<file path="config.mk">
export PLATFORM = sky130hd
export DESIGN_NAME = swo_uart_rx_flat
export DESIGN_NICKNAME = d
export VERILOG_FILES = /design/src/rtl/swo_uart_rx_if.sv /design/src/rtl/swo_uart_rx.sv /design/src/flat_wrapper.sv
export SDC_FILE = /design/constraint.sdc
export NUM_CORES = 1
export LEC_CHECK = 0
export BUFFER_PORTS_ARGS = -buffer_cell sky130_fd_sc_hd__buf_2
export CORE_ASPECT_RATIO = 1.25
export CORE_MARGIN = 8
export CORE_UTILIZATION = 55
export CTS_BUF_LIST = sky130_fd_sc_hd__clkbuf_4 sky130_fd_sc_hd__clkbuf_8
export DETAILED_ROUTE_END_ITERATION = 10
export GPL_TIMING_DRIVEN = 0
export PLACE_DENSITY = 0.8
export SLEW_MARGIN = 0
export SYNTH_ARGS = -nofsm -noshare
export SYNTH_HDL_FRONTEND = slang
export SYNTH_SLANG_ARGS = --single-unit
</file>
<file path="constraint.sdc">
create_clock -name trace_clk -period 8.86 [get_ports trace_clk]
set_clock_uncertainty 0.2 [all_clocks]
set_input_delay 1.329 -clock trace_clk [delete_from_list [all_inputs] [get_ports trace_clk]]
set_output_delay 1.329 -clock trace_clk [all_outputs]
set_load 0.02 [all_outputs]
</file>
<file path="src/rtl/swo_uart_rx_if.sv">
// Received-byte handshake between the SWO receiver and the trace capture path.
// The receiver drives the byte and its valid flag; the consumer drives ready.
interface swo_uart_rx_if;
   logic [7:0] O_data;
   logic       O_data_valid;
   logic       I_ready;

   modport master (output O_data, output O_data_valid, input I_ready);
   modport slave  (input O_data, input O_data_valid, output I_ready);
endinterface

</file>
<file path="src/rtl/swo_uart_rx.sv">
// SWO NRZ/UART trace receiver: synchronises the pin, deserialises frames and
// hands bytes to a single-entry valid/ready hold buffer with sticky status.
module swo_uart_rx #(
   parameter int unsigned pDIV_WIDTH   = 8,
   parameter int unsigned pSYNC_STAGES = 2
) (
   input  logic                  trace_clk,
   input  logic                  reset_n,
   input  logic                  I_swo,
   input  logic                  I_swo_enable,
   input  logic [pDIV_WIDTH-1:0] I_swo_bitrate_div,
   input  logic [1:0]            I_uart_stop_bits,
   input  logic [3:0]            I_uart_data_bits,
   input  logic                  I_clear_errors,
   swo_uart_rx_if.master         byte_if,
   output logic                  O_framing_error,
   output logic                  O_overflow,
   output logic                  O_busy
);

   localparam int unsigned PW       = pDIV_WIDTH + 1;
   localparam int unsigned DIV_MIN  = 3;
   localparam int unsigned DATA_MIN = 5;
   localparam int unsigned DATA_MAX = 8;

   typedef enum logic [2:0] {
      S_IDLE,
      S_START,
      S_DATA,
      S_STOP,
      S_WAITHI
   } state_t;

   state_t                  state_q, state_d;
   logic [pSYNC_STAGES-1:0] sync_q;
   logic                    s_prev_q;
   logic [pDIV_WIDTH-1:0]   cnt_q, cnt_d;
   logic [pDIV_WIDTH-1:0]   div_q, div_d;
   logic [3:0]              nbits_q, nbits_d;
   logic                    two_stop_q, two_stop_d;
   logic [2:0]              bit_q, bit_d;
   logic                    stop_idx_q, stop_idx_d;
   logic [7:0]              shreg_q, shreg_d;
   logic [7:0]              data_q, data_d;
   logic                    valid_q, valid_d;
   logic                    fe_q, fe_d;
   logic                    ovf_q, ovf_d;
   logic                    busy_q, busy_d;

   logic                    s_c;
   logic                    fall_c;
   logic                    sample_c;
   logic [pDIV_WIDTH-1:0]   cnt_next_c;
   logic [pDIV_WIDTH-1:0]   div_clamp_c;
   logic [PW-1:0]           period_c;
   logic [pDIV_WIDTH-1:0]   half_load_c;
   logic [3:0]              nbits_clamp_c;
   logic                    two_stop_c;
   logic                    deliver_c;
   logic                    fe_set_c;
   logic                    load_c;

   // Pin synchroniser output and its falling-edge detect
   assign s_c    = sync_q[pSYNC_STAGES-1];
   assign fall_c = s_prev_q & ~s_c;

   // Bit-period timer: sample on zero, then reload for a full period
   assign sample_c   = (cnt_q == '0);
   assign cnt_next_c = sample_c ? div_q : cnt_q - pDIV_WIDTH'(1);

   // Clamped configuration, captured only when a frame starts
   assign div_clamp_c   = (I_swo_bitrate_div < pDIV_WIDTH'(DIV_MIN)) ? pDIV_WIDTH'(DIV_MIN)
                                                                     : I_swo_bitrate_div;
   assign period_c      = {1'b0, div_clamp_c} + PW'(1);
   assign half_load_c   = pDIV_WIDTH'((period_c >> 1) - PW'(1));
   assign nbits_clamp_c = (I_uart_data_bits < 4'(DATA_MIN)) ? 4'(DATA_MIN) :
                          (I_uart_data_bits > 4'(DATA_MAX)) ? 4'(DATA_MAX) : I_uart_data_bits;
   assign two_stop_c    = (I_uart_stop_bits >= 2'd2);

   always_comb begin
      state_d    = state_q;
      cnt_d      = cnt_q;
      div_d      = div_q;
      nbits_d    = nbits_q;
      two_stop_d = two_stop_q;
      bit_d      = bit_q;
      stop_idx_d = stop_idx_q;
      shreg_d    = shreg_q;
      deliver_c  = 1'b0;
      fe_set_c   = 1'b0;

      case (state_q)
         S_IDLE: begin
            if (I_swo_enable && fall_c) begin
               state_d    = S_START;
               cnt_d      = half_load_c;
               div_d      = div_clamp_c;
               nbits_d    = nbits_clamp_c;
               two_stop_d = two_stop_c;
               bit_d      = 3'd0;
               stop_idx_d = 1'b0;
               shreg_d    = 8'd0;
            end
         end
         S_START: begin
            cnt_d = cnt_next_c;
            if (sample_c) state_d = s_c ? S_IDLE : S_DATA;
         end
         S_DATA: begin
            cnt_d = cnt_next_c;
            if (sample_c) begin
               shreg_d[bit_q] = s_c;
               bit_d          = bit_q + 3'd1;
               if (bit_q == 3'(nbits_q - 4'd1)) state_d = S_STOP;
            end
         end
         S_STOP: begin
            cnt_d = cnt_next_c;
            if (sample_c) begin
               if (!s_c) begin
                  fe_set_c = 1'b1;
                  state_d  = S_WAITHI;
               end else if (stop_idx_q == two_stop_q) begin
                  deliver_c = 1'b1;
                  state_d   = S_IDLE;
               end else begin
                  stop_idx_d = 1'b1;
               end
            end
         end
         // A held-low line (break) must return high before a new start is accepted
         S_WAITHI: begin
            if (s_c) state_d = S_IDLE;
         end
         default: state_d = S_IDLE;
      endcase

      if (!I_swo_enable) begin
         state_d   = S_IDLE;
         deliver_c = 1'b0;
         fe_set_c  = 1'b0;
      end

      // Hold buffer: a completed byte loads if the slot is free or drains this cycle
      load_c  = deliver_c && (!valid_q || byte_if.I_ready);
      valid_d = load_c || (valid_q && !byte_if.I_ready);
      data_d  = load_c ? shreg_q : data_q;
      fe_d    = fe_set_c || (fe_q && !I_clear_errors);
      ovf_d   = (deliver_c && valid_q && !byte_if.I_ready) || (ovf_q && !I_clear_errors);
      busy_d  = (state_d != S_IDLE);
   end

   always_ff @(posedge trace_clk) begin
      if (!reset_n) begin
         state_q    <= S_IDLE;
         sync_q     <= '1;
         s_prev_q   <= 1'b1;
         cnt_q      <= '0;
         div_q      <= '0;
         nbits_q    <= 4'd0;
         two_stop_q <= 1'b0;
         bit_q      <= 3'd0;
         stop_idx_q <= 1'b0;
         shreg_q    <= 8'd0;
         data_q     <= 8'd0;
         valid_q    <= 1'b0;
         fe_q       <= 1'b0;
         ovf_q      <= 1'b0;
         busy_q     <= 1'b0;
      end else begin
         state_q    <= state_d;
         sync_q     <= {sync_q[pSYNC_STAGES-2:0], I_swo};
         s_prev_q   <= s_c;
         cnt_q      <= cnt_d;
         div_q      <= div_d;
         nbits_q    <= nbits_d;
         two_stop_q <= two_stop_d;
         bit_q      <= bit_d;
         stop_idx_q <= stop_idx_d;
         shreg_q    <= shreg_d;
         data_q     <= data_d;
         valid_q    <= valid_d;
         fe_q       <= fe_d;
         ovf_q      <= ovf_d;
         busy_q     <= busy_d;
      end
   end

   assign byte_if.O_data       = data_q;
   assign byte_if.O_data_valid = valid_q;
   assign O_framing_error      = fe_q;
   assign O_overflow           = ovf_q;
   assign O_busy               = busy_q;

endmodule

</file>
<file path="src/flat_wrapper.sv">
// flat-port wrapper written by rule: the top's interface ports become plain ports
module swo_uart_rx_flat 
#(
   parameter int unsigned pDIV_WIDTH   = 8,
   parameter int unsigned pSYNC_STAGES = 2
)
  (trace_clk, reset_n, I_swo, I_swo_enable, I_swo_bitrate_div, I_uart_stop_bits, I_uart_data_bits, I_clear_errors, O_framing_error, O_overflow, O_busy, byte_if_O_data, byte_if_O_data_valid, byte_if_I_ready);
  swo_uart_rx_if byte_if_i ();
  input  logic trace_clk;
  input  logic reset_n;
  input  logic I_swo;
  input  logic I_swo_enable;
  input  logic [pDIV_WIDTH-1:0] I_swo_bitrate_div;
  input  logic [1:0] I_uart_stop_bits;
  input  logic [3:0] I_uart_data_bits;
  input  logic I_clear_errors;
  output logic O_framing_error;
  output logic O_overflow;
  output logic O_busy;
  output wire logic [$bits(byte_if_i.O_data)-1:0] byte_if_O_data;
  output wire logic [$bits(byte_if_i.O_data_valid)-1:0] byte_if_O_data_valid;
  input wire logic [$bits(byte_if_i.I_ready)-1:0] byte_if_I_ready;
  assign byte_if_O_data = byte_if_i.O_data;
  assign byte_if_O_data_valid = byte_if_i.O_data_valid;
  assign byte_if_i.I_ready = byte_if_I_ready;
  swo_uart_rx #(.pDIV_WIDTH(pDIV_WIDTH), .pSYNC_STAGES(pSYNC_STAGES)) u_core (.trace_clk(trace_clk), .reset_n(reset_n), .I_swo(I_swo), .I_swo_enable(I_swo_enable), .I_swo_bitrate_div(I_swo_bitrate_div), .I_uart_stop_bits(I_uart_stop_bits), .I_uart_data_bits(I_uart_data_bits), .I_clear_errors(I_clear_errors), .byte_if(byte_if_i), .O_framing_error(O_framing_error), .O_overflow(O_overflow), .O_busy(O_busy));
endmodule
</file>
After elaboration in Yosys (flattened, before gate mapping)
Cells that the tools add are included.
W data, S select, Z words.
{"block": "op_classes", "magnitude_cmp": 6, "bitwise_logic": 2, "eq_ne": 11, "reduce_logical": 26, "n_mux": 40, "n_addsub": 5}
{"operator": "$mux W8", "n": 5}
{"operator": "$mux W3", "n": 13}
{"operator": "$pmux W8 S2", "n": 2}
{"operator": "$sub A8 B1 Y8 const B", "n": 2}
{"operator": "$pmux W3 S5", "n": 1}
{"operator": "$mux W1", "n": 14}
{"operator": "$add A8 B1 Y9 const B", "n": 1}
{"operator": "$bwmux W8", "n": 1}
{"operator": "$logic_and A1 B1 Y1", "n": 8}
{"operator": "$logic_not A8 Y1", "n": 1}
{"operator": "$lt A8 B2 Y1 const B", "n": 1}
{"operator": "$ne A2 B1 Y1 const B", "n": 4}
{"operator": "$eq A3 B2 Y1 const B", "n": 2}
{"operator": "$pmux W3 S2", "n": 1}
{"operator": "$reduce_bool A2 Y1", "n": 3}
{"operator": "$reduce_and A5 Y1", "n": 1}
{"operator": "$gt A4 B4 Y1 const B", "n": 1}
{"operator": "$logic_or A1 B1 Y1", "n": 4}
{"operator": "$lt A3 B4 Y1 const B", "n": 1}
{"operator": "$lt A4 B3 Y1 const B", "n": 1}
{"operator": "$reduce_and A2 Y1", "n": 2}
{"operator": "$add A3 B1 Y3 const B", "n": 1}
{"operator": "$demux W1 S3", "n": 1}
{"operator": "$eq A3 B1 Y1 const B", "n": 1}
{"operator": "16 further kinds", "n": 18}
{"block": "totals", "out_inout_bits": 12, "register_bits": 50, "inputBits": 20, "elab_cells": 105}

Longest topological paths before layout
{"block": "depth", "word_depth": 9, "ltp_mapped": 13, "mapped_depth_nobuf": 11}

Worst setup path before layout
Ideal clock, no wire load.
{"block": "synth_path", "kind": "input to register", "from": "input I_swo_bitrate_div[3]", "to": "register u_core.cnt_q[4]", "n_path_buf": 2, "t_required_ps": 8586, "arrival_ps": 3440, "stages": 13, "setup_ps": 74, "slack_ps": 5145, "cell_sequence": "clkbuf_1 -> nor2_1 -> nand3_1 -> nand2b_1 -> ha_1 -> clkbuf_1 -> xnor2_1 -> ha_1 -> nand2b_1 -> a21oi_1 -> a32oi_1 -> mux2_2 -> a31oi_1"}
{"block": "synth_between", "elab_chain_len": 6}
{"item": "start, declared", "line_no": "flat_wrapper.sv:13", "text": "input logic [pDIV_WIDTH-1:0] I_swo_bitrate_div;"}
{"item": "$lt A8 B2 Y1", "line_no": "swo_uart_rx.sv:72", "text": "assign div_clamp_c = (I_swo_bitrate_div < pDIV_WIDTH'(DIV_MIN)) ? pDIV_WIDTH'(DIV_MIN)"}
{"item": "$mux W8", "line_no": "swo_uart_rx.sv:72"}
{"item": "via u_core.div_clamp_c[0]", "line_no": "swo_uart_rx.sv:54", "text": "logic [pDIV_WIDTH-1:0] div_clamp_c;"}
{"item": "$add A8 B1 Y9", "line_no": "swo_uart_rx.sv:74", "text": "assign period_c = {1'b0, div_clamp_c} + PW'(1);"}
{"item": "$sub A8 B1 Y8", "line_no": "swo_uart_rx.sv:75", "text": "assign half_load_c = pDIV_WIDTH'((period_c >> 1) - PW'(1));"}
{"item": "$mux W8", "line_no": "swo_uart_rx.sv:94", "text": "if (I_swo_enable && fall_c) begin"}
{"item": "$pmux W8 S2", "line_no": "swo_uart_rx.sv:92", "text": "case (state_q)"}
{"item": "end signal, assigned", "line_no": "swo_uart_rx.sv:174", "text": "cnt_q <= cnt_d;"}
{"item": "end, declared", "line_no": "swo_uart_rx.sv:37", "text": "logic [pDIV_WIDTH-1:0] cnt_q, cnt_d;"}
The timed path passes the listed nets, and every way through them passes these cells. The select of a mux whose other input is x is not followed.
A chain may end at the register's enable or synchronous reset.

Worst setup path in the final report
Same ends and word-level chain as after synthesis.

==> reports/metrics.cfg <==
[critical_path]
r2r-end=u_core.byte_if.O_data[0]
crit_path_max_fanout=10
worstSetupStartpoint=I_swo_bitrate_div[3]
ff2ff_path_depth=7
cp-endpoint=u_core.cnt_q[4]
critPathRequiredTime_ns=8.90
cpLargestDelayFamily=simple AND/OR/NAND/NOR gates
crit_slowest_cell=mux2_2
r2r_setup_slack_ns=6.05
worst-path-buf-inv=3
path_class=in2reg
r2r_start=u_core.cnt_q[0]
crit_path_start_kind=input port
crit_cells=14
worstPathArrival_ns=3.95
crit_chain=buf_2 > clkbuf_1 > nor2_1 > nand3_1 > nand2b_1 > ha_1 > clkbuf_1 > xnor2_1 > ha_1 > nand2b_1 > a21oi_1 > a32oi_1 > mux2_2 > a31oi_1
cp-end-kind=flop
max_stage_delay_ns=0.35

[yosys]
yosys_register_bits=50
synth_area_leader_cell=dfxtp_1
synthTopCellsByArea=dfxtp_1, nor2_1, a21oi_1
avgSynthCellArea_sq_um=7.93
yosysTopAreaCellShare_pct=36.1
syn_inst=350
synth_fp_nets=375
yosys_most_used_dff=dfxtp_1
synth_area_sq_mm=0.00278
synth_edf_count=0
ys_seq_area_share_pct=36.1
yosysUniqueCellTypes=54
synth_warnings=0
synthArstFlopShare_pct=0

[detailed_routing]
dr.pass1.iters=6
via_per_inst=5.97
avgRoutedWirePerCell_um=15.5
ant_nets=0
wl_mm=6.89
vias=2658
route.detailed.drc=0
drt_iter0_markers=250

[placed_design]
portBuffers=25
place_hpwl_mm=5.04
pre_cts_ws_ns=4.67
gp_congestion=0.865

[cts]
cts_root_buffer=clkbuf_8
cts_hold_buf=0
clk_latency_ns=0.31
h-tree-depth=2
cts_resized=0
cts_buffers=5
cts_tree=yes
postCtsSetupBuffers=0
path_clk_slew_ns=0.10
clk_path_buf_depth=2
numClockSinks=50

[sta]
hold_viol=0
fmax_ghz=0.256
finalMaxSlewViolations=0
layout_setup_ws_ns=4.95
fin_crit_ns=3.91
post-route-period-util_pct=44.1
setup_viol=0
rsz0062_at_grt=false
tightestPinTransition_ns=0.690
setup-tns-final_ns=0
relSlewSlack_pct=53.6

[cells_and_area]
area_growth_pct=10.5
final_nets=407
n_antenna_cell=0
drive_gt1_share_pct=13.6
n_fill_cell=459

[global_route]
grt_pass1_vias=2586
grt-ovfl-total=0
grt_max_degree=17
grt_pass1_wl_mm=11.5
antenna_found_initial=0
grt_use_total_pct=18.5

[pwr]
powerDensity_mw_per_mm2=139
irDropWorstVdd_uv=80.5
fin_total_pwr_w=0.000426
p_leak_nw=1.13

[min_path]
hp-class=reg2reg

[die]
core_sq_mm=0.00497
row_count=29
die_area_sq_mm=0.00759
start_util_pct=55.9
die_w_um=79.6
io_pins=32
die_h_um=95.4

[outcome]
status=finished, final reports clean

[run]
drv_cap=0

synthesized netlist by cell type (2+ instances only):
cell type  count
dfxtp_1       50
nand3b_1       3
xor2_1         6
o31a_1         2
clkbuf_1      20
and2_1         2
a21oi_1       30
nor3b_1        7
xnor2_1        8
a2111oi_0      2
inv_2          2
or3_1          2
nand3_1       10
a211oi_1       4
or4_1          2
inv_1          8
or2_2          2
o211a_1        2
nor2b_1        5
ha_1           5
o311ai_0       2
nor2_1        41
nor3_1        11
buf_2          4
mux2_2         4
o211ai_1       7
and3_1         3
o21a_1         3
nand4_1        3
nor4_1         3
o21ai_0       14
nand4b_1       2
nand2b_1      10
a31oi_1        6
mux2i_1       11
nand2_1       36
placed cells by master, fill, tap and decap left out, types with 8 or more instances in the layout:
cell / instances
o21ai_0: 14
nand2_1: 36
nor3_1: 11
dfxtp_1: 50
mux2i_1: 11
nand3_1: 10
clkbuf_1: 20
buf_2: 29
a21oi_1: 30
xnor2_1: 8
nor2_1: 41
nand2b_1: 10
inv_1: 8
cell type report:
type | count | area [sq um] | area share (%)
well taps | 62 | 77.6 | 2.53
flip-flops and latches | 50 | 1000 | 32.6
inverters | 10 | 37.5 | 1.22
repair buffers | 25 | 125 | 4.08
clock buffers | 5 | 68.8 | 2.24
plain buffers | 24 | 95.1 | 3.10
multi-input cells | 266 | 1640 | 53.5
clock inverters | 3 | 21.3 | 0.693
kinds of logic (layout without fill, tap and decap cells):
| kind of cell | Yosys count | count (layout) | synth area share (%) |
|---|---|---|---|
| AND/OR/NAND/NOR | 152 | 152 | 28.8 |
| buffers and inverters | 34 | 67 | 4.78 |
| AO/OA/AOI/OAI | 80 | 80 | 18.1 |
| flip-flops | 50 | 50 | 36.1 |
| XOR/XNOR | 14 | 14 | 4.42 |
| adder cells (fa/ha/maj) | 5 | 5 | 2.25 |
| multiplexers | 15 | 15 | 5.59 |
worst register-to-register path, stage by stage (launching register included):
cell and delay (ns):
dfxtp_1 0.39, inv_1 0.09, ha_1 0.27, nor3b_1 0.50, nand2_2 0.23, nor4_4 0.70, mux2i_1 0.26, nor2_1 0.05
state kept, by name, indices dropped and copies added, names as in the netlist:
name                         flops
u_core.cnt_q                     8
u_core.sync_q                    2
u_core.bit_q                     3
u_core.shreg_q                   8
u_core.two_stop_q                1
u_core.O_framing_error           1
u_core.byte_if.O_data            8
u_core.state_q                   3
u_core.s_prev_q                  1
u_core.byte_if.O_data_valid      1
u_core.nbits_q                   3
u_core.O_busy                    1
u_core.O_overflow                1
u_core.div_q                     8
u_core.stop_idx_q                1
worst min path at each step:
stage                           startpoint               end  slack (ns)  cells past startpoint
after floorplan           u_core.sync_q[0]  u_core.sync_q[1]        0.19                      1
after global placement    u_core.sync_q[0]  u_core.sync_q[1]        0.19                      1
after detailed placement  u_core.sync_q[0]  u_core.sync_q[1]        0.19                      1
after CTS                 u_core.sync_q[0]  u_core.sync_q[1]        0.21                      1
after global routing      u_core.sync_q[0]  u_core.sync_q[1]        0.24                      1
final                     u_core.sync_q[0]  u_core.sync_q[1]        0.21                      1
metrics by stage:
step | hold WS [ns] | utilization, % | std cells | instance area (sq um)
floorplan | 0.186 | - | 350 | 2780
global placement | 0.188 | 59.9 | 437 | 2980
detailed placement | 0.192 | 59.9 | 437 | 2980
CTS | 0.214 | 61.7 | 445 | 3070
global route | 0.240 | 61.7 | 445 | 3070
finish | 0.213 | 61.7 | 445 | 3070
metal layers:
layer	vias up	share of wire, %	track usage, %
li1	1299	-	-
met1	1240	42	19.9
met2	103	50	33.6
met3	16	6.4	3.77
met4	0	2.1	8.67
met5	-	0	0
power by group:
| part | internal, W | switching [W] |
|---|---|---|
| combinational | 0.0000213 | 0.0000374 |
| sequential | 0.000228 | 0.00000357 |
| clock | 0.0000556 | 0.0000806 |
| total | 0.000305 | 0.000122 |
No activity file was read; power rests on OpenSTA's default activity.
